`src/rtl/clock_pkg.sv`:
```
// Shared codes for the time/date keeper edit front-end: field ids, FSM states, blink groups.
// Latency: none (types, constants and pure functions only).
// Backpressure: not applicable.
package clock_pkg;

  typedef enum logic [2:0] {
    FLD_SEC  = 3'd0,
    FLD_MIN  = 3'd1,
    FLD_HR   = 3'd2,
    FLD_DAY  = 3'd3,
    FLD_MON  = 3'd4,
    FLD_YEAR = 3'd5
  } field_t;

  typedef enum logic {
    ST_RUN  = 1'b0,
    ST_EDIT = 1'b1
  } state_t;

  typedef enum logic [1:0] {
    BLINK_OFF = 2'b00,
    BLINK_LO  = 2'b01,
    BLINK_MID = 2'b10,
    BLINK_HI  = 2'b11
  } blink_t;

  // Display mux select: blink group plus page (0 = time, 1 = date)
  typedef struct packed {
    blink_t blink;
    logic   display;
  } disp_t;

  // Button slots in the debouncer bank
  localparam int BTN_MODE = 0;
  localparam int BTN_NEXT = 1;
  localparam int BTN_INC  = 2;
  localparam int BTN_CLR  = 3;
  localparam int BTN_EXIT = 4;
  localparam int NUM_BTN  = 5;

  // Time fields blink on the time page, date fields on the date page; RUN blanks nothing
  function automatic disp_t disp_sel(input state_t st, input field_t fld);
    disp_t d;
    d.blink   = BLINK_OFF;
    d.display = 1'b0;
    if (st == ST_EDIT) begin
      case (fld)
        FLD_SEC:  d.blink = BLINK_LO;
        FLD_MIN:  d.blink = BLINK_MID;
        FLD_HR:   d.blink = BLINK_HI;
        FLD_DAY:  begin d.blink = BLINK_LO;  d.display = 1'b1; end
        FLD_MON:  begin d.blink = BLINK_MID; d.display = 1'b1; end
        FLD_YEAR: begin d.blink = BLINK_HI;  d.display = 1'b1; end
        default:  d.blink = BLINK_OFF;
      endcase
    end
    return d;
  endfunction

  // Field advance with wrap from YEAR back to SEC
  function automatic field_t field_next(input field_t f);
    return (f == FLD_YEAR) ? FLD_SEC : field_t'(f + 3'd1);
  endfunction

endpackage

```
`src/rtl/clock_edit_ctrl_btn_debounce.sv`:
```
// Pushbutton conditioner: 2-FF synchroniser, stability counter, debounced level and rise event.
// Latency: rise event is high 2 + DEBOUNCE_CYCLES + 1 cycles after a clean raw edge, for 1 cycle.
// Backpressure: none; events are single-cycle and not held for a consumer.
module btn_debounce #(
  parameter int DEBOUNCE_CYCLES = 655
) (
  input  logic clk_32_768K,
  input  logic rst_n,
  input  logic btn_raw,
  output logic btn_lvl,
  output logic btn_rise
);

  localparam int CW = $clog2(DEBOUNCE_CYCLES + 1);
  localparam logic [CW-1:0] CNT_LAST = CW'(DEBOUNCE_CYCLES - 1);

  logic          sync1;
  logic          sync2;
  logic          lvl_d;
  logic [CW-1:0] cnt;

  // Bring the asynchronous button into the clock domain
  always_ff @(posedge clk_32_768K or negedge rst_n) begin
    if (!rst_n) begin
      sync1 <= 1'b0;
      sync2 <= 1'b0;
    end else begin
      sync1 <= btn_raw;
      sync2 <= sync1;
    end
  end

  // Flip the level only after DEBOUNCE_CYCLES consecutive samples disagree with it
  always_ff @(posedge clk_32_768K or negedge rst_n) begin
    if (!rst_n) begin
      cnt     <= '0;
      btn_lvl <= 1'b0;
    end else if (sync2 == btn_lvl) begin
      cnt <= '0;
    end else if (cnt == CNT_LAST) begin
      cnt     <= '0;
      btn_lvl <= sync2;
    end else begin
      cnt <= cnt + CW'(1);
    end
  end

  // Registered rising-edge detect on the debounced level
  always_ff @(posedge clk_32_768K or negedge rst_n) begin
    if (!rst_n) begin
      lvl_d    <= 1'b0;
      btn_rise <= 1'b0;
    end else begin
      lvl_d    <= btn_lvl;
      btn_rise <= btn_lvl & ~lvl_d;
    end
  end

endmodule

```
`src/rtl/clock_edit_ctrl.sv`:
```
// RUN/EDIT front-end for the time/date keeper: debounced buttons -> field select, inc/clr/dec pulses, blink/page select.
// Latency: command pulse one cycle after a debounced press event (raw edge + DEBOUNCE_CYCLES + 4); blink/page aligned with state.
// Backpressure: none; pulses are fire-and-forget, simultaneous lower-priority presses are dropped. Optional macro CLOCK_EDIT_AUTOREPEAT_EN.
module clock_edit_ctrl
  import clock_pkg::*;
#(
  parameter int DEBOUNCE_CYCLES = 655,
  parameter int TIMEOUT_CYCLES  = 983040,
  parameter int REPEAT_DELAY    = 16384,
  parameter int REPEAT_PERIOD   = 3277
) (
  input  logic       clk_32_768K,
  input  logic       rst_n,
  input  logic       mode_btn_i,
  input  logic       next_btn_i,
  input  logic       inc_btn_i,
  input  logic       clr_btn_i,
  input  logic       exit_btn_i,
  output logic       edit_o,
  output logic [2:0] field_o,
  output logic       inc_o,
  output logic       clr_o,
  output logic       dec_o,
  output logic [1:0] blink_o,
  output logic       display_o
);

  localparam int TW = $clog2(TIMEOUT_CYCLES);
  localparam logic [TW-1:0] TMO_LAST = TW'(TIMEOUT_CYCLES - 1);

  logic [NUM_BTN-1:0] raw;
  logic [NUM_BTN-1:0] lvl;
  logic [NUM_BTN-1:0] ev;

  state_t        state, state_nxt;
  field_t        field, field_nxt;
  logic          inc_nxt, clr_nxt, dec_nxt;
  logic [TW-1:0] tmo_cnt, tmo_nxt;
  disp_t         disp_q, disp_nxt;

  assign raw[BTN_MODE] = mode_btn_i;
  assign raw[BTN_NEXT] = next_btn_i;
  assign raw[BTN_INC]  = inc_btn_i;
  assign raw[BTN_CLR]  = clr_btn_i;
  assign raw[BTN_EXIT] = exit_btn_i;

  for (genvar g = 0; g < NUM_BTN; g++) begin : g_btn
    btn_debounce #(
      .DEBOUNCE_CYCLES(DEBOUNCE_CYCLES)
    ) u_db (
      .clk_32_768K(clk_32_768K),
      .rst_n      (rst_n),
      .btn_raw    (raw[g]),
      .btn_lvl    (lvl[g]),
      .btn_rise   (ev[g])
    );
  end

`ifdef CLOCK_EDIT_AUTOREPEAT_EN
  localparam int RW = $clog2(REPEAT_DELAY);
  localparam logic [RW-1:0] RPT_LAST   = RW'(REPEAT_DELAY - 1);
  localparam logic [RW-1:0] RPT_RELOAD = RW'(REPEAT_DELAY - REPEAT_PERIOD);

  logic [RW-1:0] rpt_cnt, rpt_nxt;
  logic          rpt_hold;

  // Only inc, or clr on YEAR (which decrements), is worth repeating
  assign rpt_hold = lvl[BTN_INC] | (lvl[BTN_CLR] & (field == FLD_YEAR));

  logic unused_lvl;
  assign unused_lvl = ^{lvl[BTN_MODE], lvl[BTN_NEXT], lvl[BTN_EXIT]};
`else
  logic unused_cfg;
  assign unused_cfg = ^{lvl, (REPEAT_DELAY > REPEAT_PERIOD)};
`endif

  // Next state, field, command pulses and timeout; one event per cycle by priority
  always_comb begin
    state_nxt = state;
    field_nxt = field;
    inc_nxt   = 1'b0;
    clr_nxt   = 1'b0;
    dec_nxt   = 1'b0;
    tmo_nxt   = '0;
`ifdef CLOCK_EDIT_AUTOREPEAT_EN
    rpt_nxt   = '0;
`endif
    case (state)
      ST_RUN: begin
        if (!ev[BTN_EXIT] && ev[BTN_MODE]) begin
          state_nxt = ST_EDIT;
          field_nxt = FLD_SEC;
        end
      end
      ST_EDIT: begin
        tmo_nxt = tmo_cnt + TW'(1);
        if (tmo_cnt == TMO_LAST) begin
          state_nxt = ST_RUN;
          field_nxt = FLD_SEC;
          tmo_nxt   = '0;
        end else if (ev[BTN_EXIT] || ev[BTN_MODE]) begin
          state_nxt = ST_RUN;
          field_nxt = FLD_SEC;
          tmo_nxt   = '0;
        end else if (ev[BTN_NEXT]) begin
          field_nxt = field_next(field);
          tmo_nxt   = '0;
        end else if (ev[BTN_CLR]) begin
          if (field == FLD_YEAR) dec_nxt = 1'b1;
          else                   clr_nxt = 1'b1;
          tmo_nxt = '0;
        end else if (ev[BTN_INC]) begin
          inc_nxt = 1'b1;
          tmo_nxt = '0;
        end
`ifdef CLOCK_EDIT_AUTOREPEAT_EN
        else if (rpt_hold) begin
          if (rpt_cnt == RPT_LAST) begin
            rpt_nxt = RPT_RELOAD;
            tmo_nxt = '0;
            if (lvl[BTN_CLR] && field == FLD_YEAR) dec_nxt = 1'b1;
            else                                   inc_nxt = 1'b1;
          end else begin
            rpt_nxt = rpt_cnt + RW'(1);
          end
        end
`endif
      end
      default: state_nxt = ST_RUN;
    endcase
    disp_nxt = disp_sel(state_nxt, field_nxt);
  end

  // Control state and registered outputs; reset cuts any pulse in flight
  always_ff @(posedge clk_32_768K or negedge rst_n) begin
    if (!rst_n) begin
      state   <= ST_RUN;
      field   <= FLD_SEC;
      inc_o   <= 1'b0;
      clr_o   <= 1'b0;
      dec_o   <= 1'b0;
      tmo_cnt <= '0;
      disp_q  <= '0;
    end else begin
      state   <= state_nxt;
      field   <= field_nxt;
      inc_o   <= inc_nxt;
      clr_o   <= clr_nxt;
      dec_o   <= dec_nxt;
      tmo_cnt <= tmo_nxt;
      disp_q  <= disp_nxt;
    end
  end

`ifdef CLOCK_EDIT_AUTOREPEAT_EN
  // Hold-time counter for auto-repeat; restarts on any press or release
  always_ff @(posedge clk_32_768K or negedge rst_n) begin
    if (!rst_n) rpt_cnt <= '0;
    else        rpt_cnt <= rpt_nxt;
  end
`endif

  assign edit_o    = (state == ST_EDIT);
  assign field_o   = field;
  assign blink_o   = disp_q.blink;
  assign display_o = disp_q.display;

endmodule
```
`config.mk`:
```
export PLATFORM = sky130hd
export DESIGN_NAME = clock_edit_ctrl
export DESIGN_NICKNAME = d
export VERILOG_FILES = /design/src/rtl/clock_pkg.sv /design/src/rtl/clock_edit_ctrl_btn_debounce.sv /design/src/rtl/clock_edit_ctrl.sv
export SDC_FILE = /design/constraint.sdc
export NUM_CORES = 1
export LEC_CHECK = 0
export CAP_MARGIN = 20
export CORE_MARGIN = 2
export CORE_UTILIZATION = 47
export DETAILED_ROUTE_END_ITERATION = 16
export PLACE_DENSITY_LB_ADDON = 0.2
export SETUP_SLACK_MARGIN = 0.2
export SLEW_MARGIN = 20
export SYNTH_ARGS = -nofsm -noshare
export SYNTH_HDL_FRONTEND = slang
export SYNTH_SLANG_ARGS = --single-unit
```
`constraint.sdc`:
```
create_clock -name clk_32_768K -period 1.88 [get_ports clk_32_768K]
set_input_delay 0.47 -clock clk_32_768K [delete_from_list [all_inputs] [get_ports clk_32_768K]]
set_output_delay 0.47 -clock clk_32_768K [all_outputs]
set_load 0.005 [all_outputs]
```
Word level (Yosys, flattened, before mapping)

Index checks and enable logic that the tools add are counted.

Register bits after elaboration: 105
Input bits: 7
Output and inout bits: 10
Logic and storage cells: 138

$add $sub $neg: 7
Equality and inequality tests: 17
Muxes and demuxes: 47
Bitwise logic cells: 16
Reductions and logical operators: 13

Operator list:

| kind                    | count |
|---|---|
| $mux W20                | 6 |
| $mux W10                | 10 |
| $add A10 B1 Y10 const B | 5 |
| $eq A10 B10 Y1 const B  | 5 |
| $mux W1                 | 22 |
| $add A20 B1 Y20 const B | 1 |
| $eq A20 B20 Y1 const B  | 1 |
| $mux W3                 | 6 |
| $not A1 Y1              | 11 |
| $reduce_and A2 Y1       | 5 |
| $eq A3 B3 Y1 const B    | 3 |
| $eq A3 B2 Y1 const B    | 2 |
| $pmux W2 S3             | 1 |
| $pmux W3 S2             | 1 |
| $reduce_or A2 Y1        | 3 |
| $and A1 B1 Y1           | 5 |
| $eq A1 B1 Y1            | 5 |
| $add A3 B1 Y3 const B   | 1 |
| $eq A3 B1 Y1 const B    | 1 |
| $logic_not A3 Y1        | 1 |
| $reduce_or A3 Y1        | 1 |
| $pmux W1 S2             | 1 |
| $logic_and A1 B1 Y1     | 1 |
| $logic_not A1 Y1        | 1 |
| $logic_or A1 B1 Y1      | 1 |

Longest topological paths before layout

Gate-level depths: netlist of the first run.

Word-level depth: 10
Depth in mapped cells: 8
Depth with buffers taken out: 7

Hierarchy

Synthesis of the first run repeated with hierarchy kept, for this count alone.

Cell total of the unflattened synthesis: 430
Area total of the unflattened synthesis: 4847.1 um2

By module, submodules not included:

| module          | times used | cells each | area an instance (um2) | sequential area each (um2) |
|---|---|---|---|---|
| btn_debounce    | 5          | 58         | 676.9                  | 375.4 |
| clock_edit_ctrl | 1          | 140        | 1462.7                 | 750.7 |

Least setup slack after synthesis of the first run

OpenSTA, ideal clock, no wires.

Path kind: reg2reg
From: register tmo_cnt[0]
To: register disp_q (netlist bit display_o)
Setup time: 0.096 ns
Arrival: 1.872 ns
Required time: 1.784 ns
Path slack: -0.088 ns
Stages on the path, launching flop included: 9
Buffers on the path: 1
Clock period less this slack: 1.968 ns
Cell sequence: dfrtp_1 -> ha_1 -> and3_1 -> buf_2 -> nand4_2 -> o21ai_0 -> or3_4 -> and2_1 -> o32ai_2

RTL lines:

| element                  | line                   | source |
|---|---|---|
| start: declaration       | clock_edit_ctrl.sv:38  | `logic [TW-1:0] tmo_cnt, tmo_nxt;` |
| start signal: assignment | clock_edit_ctrl.sv:150 | `tmo_cnt <= tmo_nxt;` |
| end signal: assignment   | clock_edit_ctrl.sv:151 | `disp_q <= disp_nxt;` |
| end: declaration         | clock_edit_ctrl.sv:39  | `disp_t disp_q, disp_nxt;` |

==> results of run 1 <==
[worst max-delay path, cell delays in order, from the launching register on]
cell and delay [ps]:
dfrtp_1 430, ha_4 190, and3_4 190, nand4_4 80
o21ai_2 70, or3_4 410, and2_4 160, o32ai_2 220
[what timing repair did]
| item | CTS | global route |
|---|---|---|
| pin swaps | 3 | 19 |
| endpoints found under the setup margin | 55 | 50 |
| buffers inserted | 19 | 6 |
| gates resized for setup | 29 | 18 |
[cell usage after synthesis (2+ instances only)]
cell,n,area [µm²]
a21boi_0,2,15.0
a21boi_2,3,33.8
and2_1,6,37.5
and2b_2,2,17.5
and3_1,7,43.8
and3_2,2,15.0
and4_1,5,43.8
and4_4,2,22.5
buf_2,2,10.0
clkbuf_1,2,7.51
dfrtp_1,105,2630
ha_1,11,138
inv_1,10,37.5
mux2_2,5,56.3
mux2i_1,2,20.0
nand2_1,22,82.6
nand2b_1,2,12.5
nand3_1,30,150
nand4_1,17,106
nor2_1,81,304
nor2b_1,7,43.8
nor3_1,4,20.0
nor4_1,2,12.5
o21a_1,2,15.0
o21ai_0,4,20.0
o41ai_2,2,32.5
xnor2_1,14,123
xor2_1,48,420
[per-layer routing]
metal | GRT usage, % | vias up | wire (µm)
li1 | - | 1530 | -
met2 | 26.8 | 36 | 3990
met5 | 0 | - | 0
met1 | 21.6 | 1487 | 3750
met3 | 6.03 | 11 | 327
met4 | 5.87 | 0 | 127
[through the flow]
step / total power, mW / cell area, µm² / utilization [%] / cells / hold slack (ps)
after floorplan: 2.43 / 4660 / - / 414 / 174
after global placement: 2.52 / 5130 / 53.2 / 579 / 333
after detailed placement: 2.52 / 5130 / 53.2 / 579 / 336
after CTS: 4.01 / 5570 / 57.8 / 614 / 10.8
after global routing: 4.12 / 5680 / 59.0 / 620 / 24.2
final: 3.93 / 5680 / 59.0 / 620 / 13.1
[flip-flops by register name, summed over array words and instances (netlist names)]
register	count
g_btn.u_db.btn_lvl	5
g_btn.u_db.btn_rise	5
dec_o	1
display_o	1
blink_o	2
clr_o	1
field_o	3
g_btn.u_db.sync1	5
g_btn.u_db.cnt	50
g_btn.u_db.lvl_d	5
edit_o	1
tmo_cnt	20
inc_o	1
g_btn.u_db.sync2	5
[worst paths after layout]
kind | start | endpoint | depth (start not counted)
worst max-delay path | tmo_cnt[1] | display_o | 7
worst min-delay path | rst_n | tmo_cnt[10] | 1
worst max register to register | tmo_cnt[1] | display_o | 7
worst min register to register | g_btn[4].u_db.sync1 | g_btn[4].u_db.sync2 | 0
max in group asynchronous | rst_n | field_o[2] | 2
min in group clk_32_768K | g_btn[4].u_db.sync1 | g_btn[4].u_db.sync2 | 0
[final cells by class]
cell class | instances | area (µm²)
Clock inverter | 7 | 90.1
Clock buffer | 9 | 124
Fill cell | 833 | 3960
Inverter | 10 | 37.5
Sequential cell | 105 | 2630
Multi-Input combinational cell | 295 | 2100
Timing Repair Buffer | 61 | 531
Tap cell | 133 | 166
[logic make-up after synthesis]
kind of cell,Yosys count
AO/OA/AOI/OAI,16
AND/OR/NAND/NOR,199
adder cells (fa/ha/maj),11
XOR/XNOR,62
multiplexers,7
buffers and inverters,14
flip-flops,105
[power by group through the flow]
stage | registers, mW | clock network, mW | logic [mW]
2_1_floorplan | 2.37 | 0 | 0.0599
3_3_place_gp | 2.37 | 0 | 0.142
3_5_place_dp | 2.38 | 0 | 0.145
4_1_cts | 2.33 | 1.53 | 0.152
5_1_grt | 2.34 | 1.61 | 0.172
6_report | 2.33 | 1.45 | 0.146
==> key figures, run 1 <==
STA
  • Setup-failing EPs final: 0
  • Final Cycle Share: 98.5%
  • Fin. max-slew vios: 0
  • RSZ-0062 raised after global routing: true
  • Fmax: 540 MHz
  • Final min period: 1850 ps
  • Worst slew margin: 71.3%
  • Setup tns final: 0 ps
  • Min setup slack post-route: 29.0 ps
  • Worst Tran Pin Value: 431 ps
  • Max Clock Skew: approximately 12 ps
  • Final Hold Vio Count: 0

Floorplan
  • Die height: 103 µm
  • Die area: 0.0106 mm²
  • Top-Level Pins: 17
  • Core footprint: approximately 0.0096 mm²
  • FP Rows: 36
  • Initial Util: roughly 48%
  • Die W: 103 µm

Drt
  • Routed vias: 3064
  • 1st-iter DRT viols: 81
  • DRC Markers: 0
  • Mean routed wirelength per cell: 13.2 µm
  • First drt pass iteration count: 4
  • Routed vias/inst: between 4 and 5
  • Routed wire length: 8.20 mm
  • Antenna viol nets, final: 0

CTS
  • Hold buffer count at cts: 0
  • Clock root buffer master: clkbuf_8
  • Worst-skew pair later-pin latency: between 300 and 400 ps
  • CTS Sinks: between 100 and 150
  • CTS tree: done
  • CTS buffer count: 9
  • Maximum clock insertion buffer count: 2
  • CTS clock-pin slew for the worst setup and hold paths: 110 ps
  • Total number of H-tree levels: 3

Pwr
  • PwrDens: 691 mW/mm²
  • Combinational share of power: ~3.7%
  • Static Leak: 2.68 nW
  • Switching pwr: 0.940 mW
  • Flop pwr share: 59.3%
  • Pint: 2.99 mW
  • Clock network fraction of design power: 37.0%
  • Max VDD drop: 0.610 mV
  • Switch share: 23.9%

Synthesis
  • Mapped Nets: 432
  • Seq cells post-synth: about 110
  • Asr flop ratio synth: 100%
  • Yosys cell types: between 40 and 50
  • Synth Cell Area: 0.00462 mm²
  • Post-synth EDFFs: 0
  • Synth Flop Type: dfrtp_1
  • Largest family of logic cells by synthesized area: simple AND/OR/NAND/NOR gates
  • Synth Warn #: 0
  • Adder-Cell Fraction of Synth Area: 2.98%
  • Mean Syn Cell Area: about 11 µm²
  • Post-synthesis simple-gate area fraction: between 20 and 25%
  • Mux cell area share after synthesis: under 10%
  • Register area share after synthesis: between 50% and 60%
  • XOR/XNOR share of the synthesized area: 11.8%
  • Area fraction in compound gates after synthesis: 3.20%
  • Synthesized instance count: ~410

Finish
  • Most frequent cells in the layout: 102 x dfrtp_1, 81 x nor2_1, 48 x xor2_1
  • Layout cells sized above 1: 23.2%
  • Antenna diodes: 0
  • Commonest non-fill, non-tap cell in the layout: dfrtp_1
  • Fin nets: 500
  • P&R area growth vs syn: 23.1%

Outcome
  • Status: complete, no violations

Setup path
  • Critical Path RT: roughly 2200 ps
  • Worst path arrival time: 2140 ps
  • Setup crit start kind: flip-flop
  • Crit path kind: flip-flop to flip-flop
  • Setup slack, reg-to-reg: 30 ps
  • CP max FO: 3
  • CP Capture Type: flip-flop

GRT
  • Initial antenna violation count: 0
  • Total routing usage reported by global routing: 16.9%
  • First-pass GRT wire length: 13.7 mm
  • Vias in the first global route: roughly 3000
  • Total congestion overflow: 0
  • Pin count of the biggest net entering global routing: 43

Placement
  • DP Worst Slack: -0.639 ps
  • Port bufs: 16
  • Gpl congestion: 0.719
  • Detail Placement HPWL: 5.31 mm

Run
  • # Max-Cap Violations: 0

Hold path
  • Hold crit path type: input pin to async pin
Power figures use the tool's default switching activity.
==> run 2, diff against run 1 <==
Settings changed: CELL_PAD_IN_SITES_DETAIL_PLACEMENT from default to 0, CELL_PAD_IN_SITES_GLOBAL_PLACEMENT from default to 1, CORE_UTILIZATION 47 to 44.
==> run 2 against run 1 <==
The run now ends with negative setup slack left. Non-clock buffer count up 7. Via count up 2.2%. Cell area up 5.5%. Combinational power about the same. Clock skew up 0.54 ps. Routed wire length up 7.3%. Global-route usage down 0.47 points. Die area up 6.5%. Cell count up 1.6%. Clock-buffer cell count unchanged. Critical path depth up 1. Sequential power about the same. Largest power group unchanged.
==> key figures, run 2 (synthesis results as in run 1) <==
Setup path
  • Crit path cell chain: and2b_2 > nand4_4 > buf_6 > o41ai_4 > a21boi_2 > buf_4 > nand2_2 > mux2i_1
  • Setup crit start kind: flip-flop
  • Worst Path Buf+Inv: 2
  • Top delay family on crit path: compound AO/OA/AOI/OAI gates
  • Crit path max-delay cell type: dfrtp_1
  • Crit path kind: flip-flop to flip-flop
  • CP Capture Type: flip-flop
  • Worst path arrival time: 2180 ps
  • CP peak stage delay: 400 ps
  • Critical Path RT: 2170 ps
  • CP max FO: 3

GRT
  • Met1 Usage GRT: between 20% and 30%
  • Met2 usage: about a quarter
  • Met3 usage: 4.05%
  • Vias in the first global route: 3112
  • Initial antenna violation count: 0
  • Total routing usage reported by global routing: 16.4%
  • Total congestion overflow: 0
  • First-pass GRT wire length: 14.7 mm
  • Pin count of the biggest net entering global routing: roughly 110
  • Gr busiest metal: met2

Finish
  • Reg with most FFs: g_btn.u_db.cnt
  • Top flop regs: g_btn.u_db.cnt (50), tmo_cnt (20)
  • Most frequent cells in the layout: 102 x dfrtp_1, 64 x nor2_1, 45 x xor2_1
  • Commonest non-fill, non-tap cell in the layout: dfrtp_1
  • Layout cells sized above 1: 29.8%
  • Fin nets: 507
  • Fillers: 890
  • Max FFs per register: 50
  • Cell area after layout: roughly 0.006 mm²
  • P&R area growth vs syn: 30.0%
  • Antenna diodes: 0

CTS
  • Clock root buffer master: clkbuf_8
  • CTS tree: done
  • Maximum clock insertion buffer count: 2
  • CTS buffer count: 9
  • Total number of H-tree levels: 3
  • CTS clock-pin slew for the worst setup and hold paths: between 100 and 150 ps
  • Worst-skew pair later-pin latency: 370 ps
  • CTS Sinks: 105

Outcome
  • Failing checks: negative setup slack
  • Status: complete, but fails checks

STA
  • RSZ-0062 raised after global routing: true
  • Fmax: 530 MHz
  • Worst slew margin: 61.5%
  • Min setup slack post-route: -5.64 ps
  • Hold Worst Slack: about 130 ps
  • Worst Tran Pin Value: about 580 ps
  • Fin. max-slew vios: 0
  • Setup tns final: -5.64 ps
  • Final Hold Vio Count: 0
  • Setup-failing EPs final: 1
  • Max Clock Skew: 12.5 ps
  • Final min period: 1890 ps
  • Final Cycle Share: 100%

Pwr
  • Static Leak: ~2.8 nW
  • PwrDens: 633 mW/mm²
  • Max VDD drop: 0.522 mV

Drt
  • Routed vias: 3130
  • First drt pass iteration count: 4
  • DRC Markers: 0
  • 1st-iter DRT viols: 86
  • Mean routed wirelength per cell: about 14 µm
  • Routed wire length: 8.79 mm
  • Antenna viol nets, final: 0
  • Routed vias/inst: between 4 and 5

Hold path
  • Hold crit path type: input pin to async pin

Placement
  • Detail Placement HPWL: 5.10 mm
  • DP Area: 0.00514 mm²
  • Port bufs: 16
  • Gpl congestion: 0.759

Floorplan
  • Die height: 106 µm
  • Die W: 106 µm
  • Top-Level Pins: 17
  • Core footprint: 0.0103 mm²
  • Die area: ~0.011 mm²
  • Initial Util: 44.9%
  • FP Rows: 37

Run
  • # Max-Cap Violations: 0
==> run 2: through the flow <==
stage | power [mW] | cells | setup slack, ps | util (%)
3_3_place_gp | 2.52 | 583 | 59.0 | 50.0
6_report | 3.80 | 630 | -5.64 | 58.4
2_1_floorplan | 2.43 | 414 | 48.1 | -
5_1_grt | 3.97 | 630 | -59.7 | 58.4
4_1_cts | 3.86 | 624 | 58.9 | 55.1
3_5_place_dp | 2.52 | 583 | -41.5 | 50.0
==> run 2: layout make-up <==
| cell class | instances | area, µm² | area share (%) |
|---|---|---|---|
| clock buffer | 9 | 124 | 2.06 |
| sequential | 105 | 2630 | 43.9 |
| timing repair buffer | 68 | 669 | 11.2 |
| inverter | 10 | 37.5 | 0.626 |
| multi-input combinational | 295 | 2300 | 38.4 |
| clock inverter | 7 | 62.6 | 1.04 |
| tap | 136 | 170 | 2.84 |
==> run 2: worst register-to-register path, stage by stage, from the launching register on <==
cell and delay (ps):
dfrtp_1 400, and2b_2 240, nand4_4 140, buf_6 160, o41ai_4 240, a21boi_2 230, buf_4 150, nand2_2 60
mux2i_1 200
==> run 2: per-layer routing <==
| layer | vias up | share of wire, % |
|---|---|---|
| li1 | 1544 | - |
| met1 | 1546 | 46 |
| met2 | 29 | 50 |
| met3 | 11 | 2.5 |
| met4 | 0 | 1.5 |
| met5 | - | 0 |
==> run 2: path summary, 6_finish.rpt <==
kind | from | endpoint | slack, ps | depth (start not counted)
worst min-delay path | rst_n | tmo_cnt[14] | 130 | 2
worst max register to register | tmo_cnt[16] | blink_o[1] | -6 | 8
min in group clk_32_768K | g_btn[4].u_db.sync1 | g_btn[4].u_db.sync2 | 360 | 0
worst max-delay path | tmo_cnt[16] | blink_o[1] | -6 | 8
worst min register to register | g_btn[4].u_db.sync1 | g_btn[4].u_db.sync2 | 360 | 0
max in group asynchronous | rst_n | tmo_cnt[8] | 1290 | 2
==> run 2: report_power, final <==
group,switching [mW],total (mW),internal [mW]
Sequential,0.0329,2.33,2.29
Clock,0.818,1.32,0.507
Combinational,0.0924,0.145,0.0521
Total,0.943,3.80,2.85
==> run 2: repair_timing <==
action,CTS,global route
setup endpoints to repair,53,62
resized for setup,32,66
gates cloned,2,1
pin swaps,8,14
hold buffers,0,0
buffers inserted,23,5
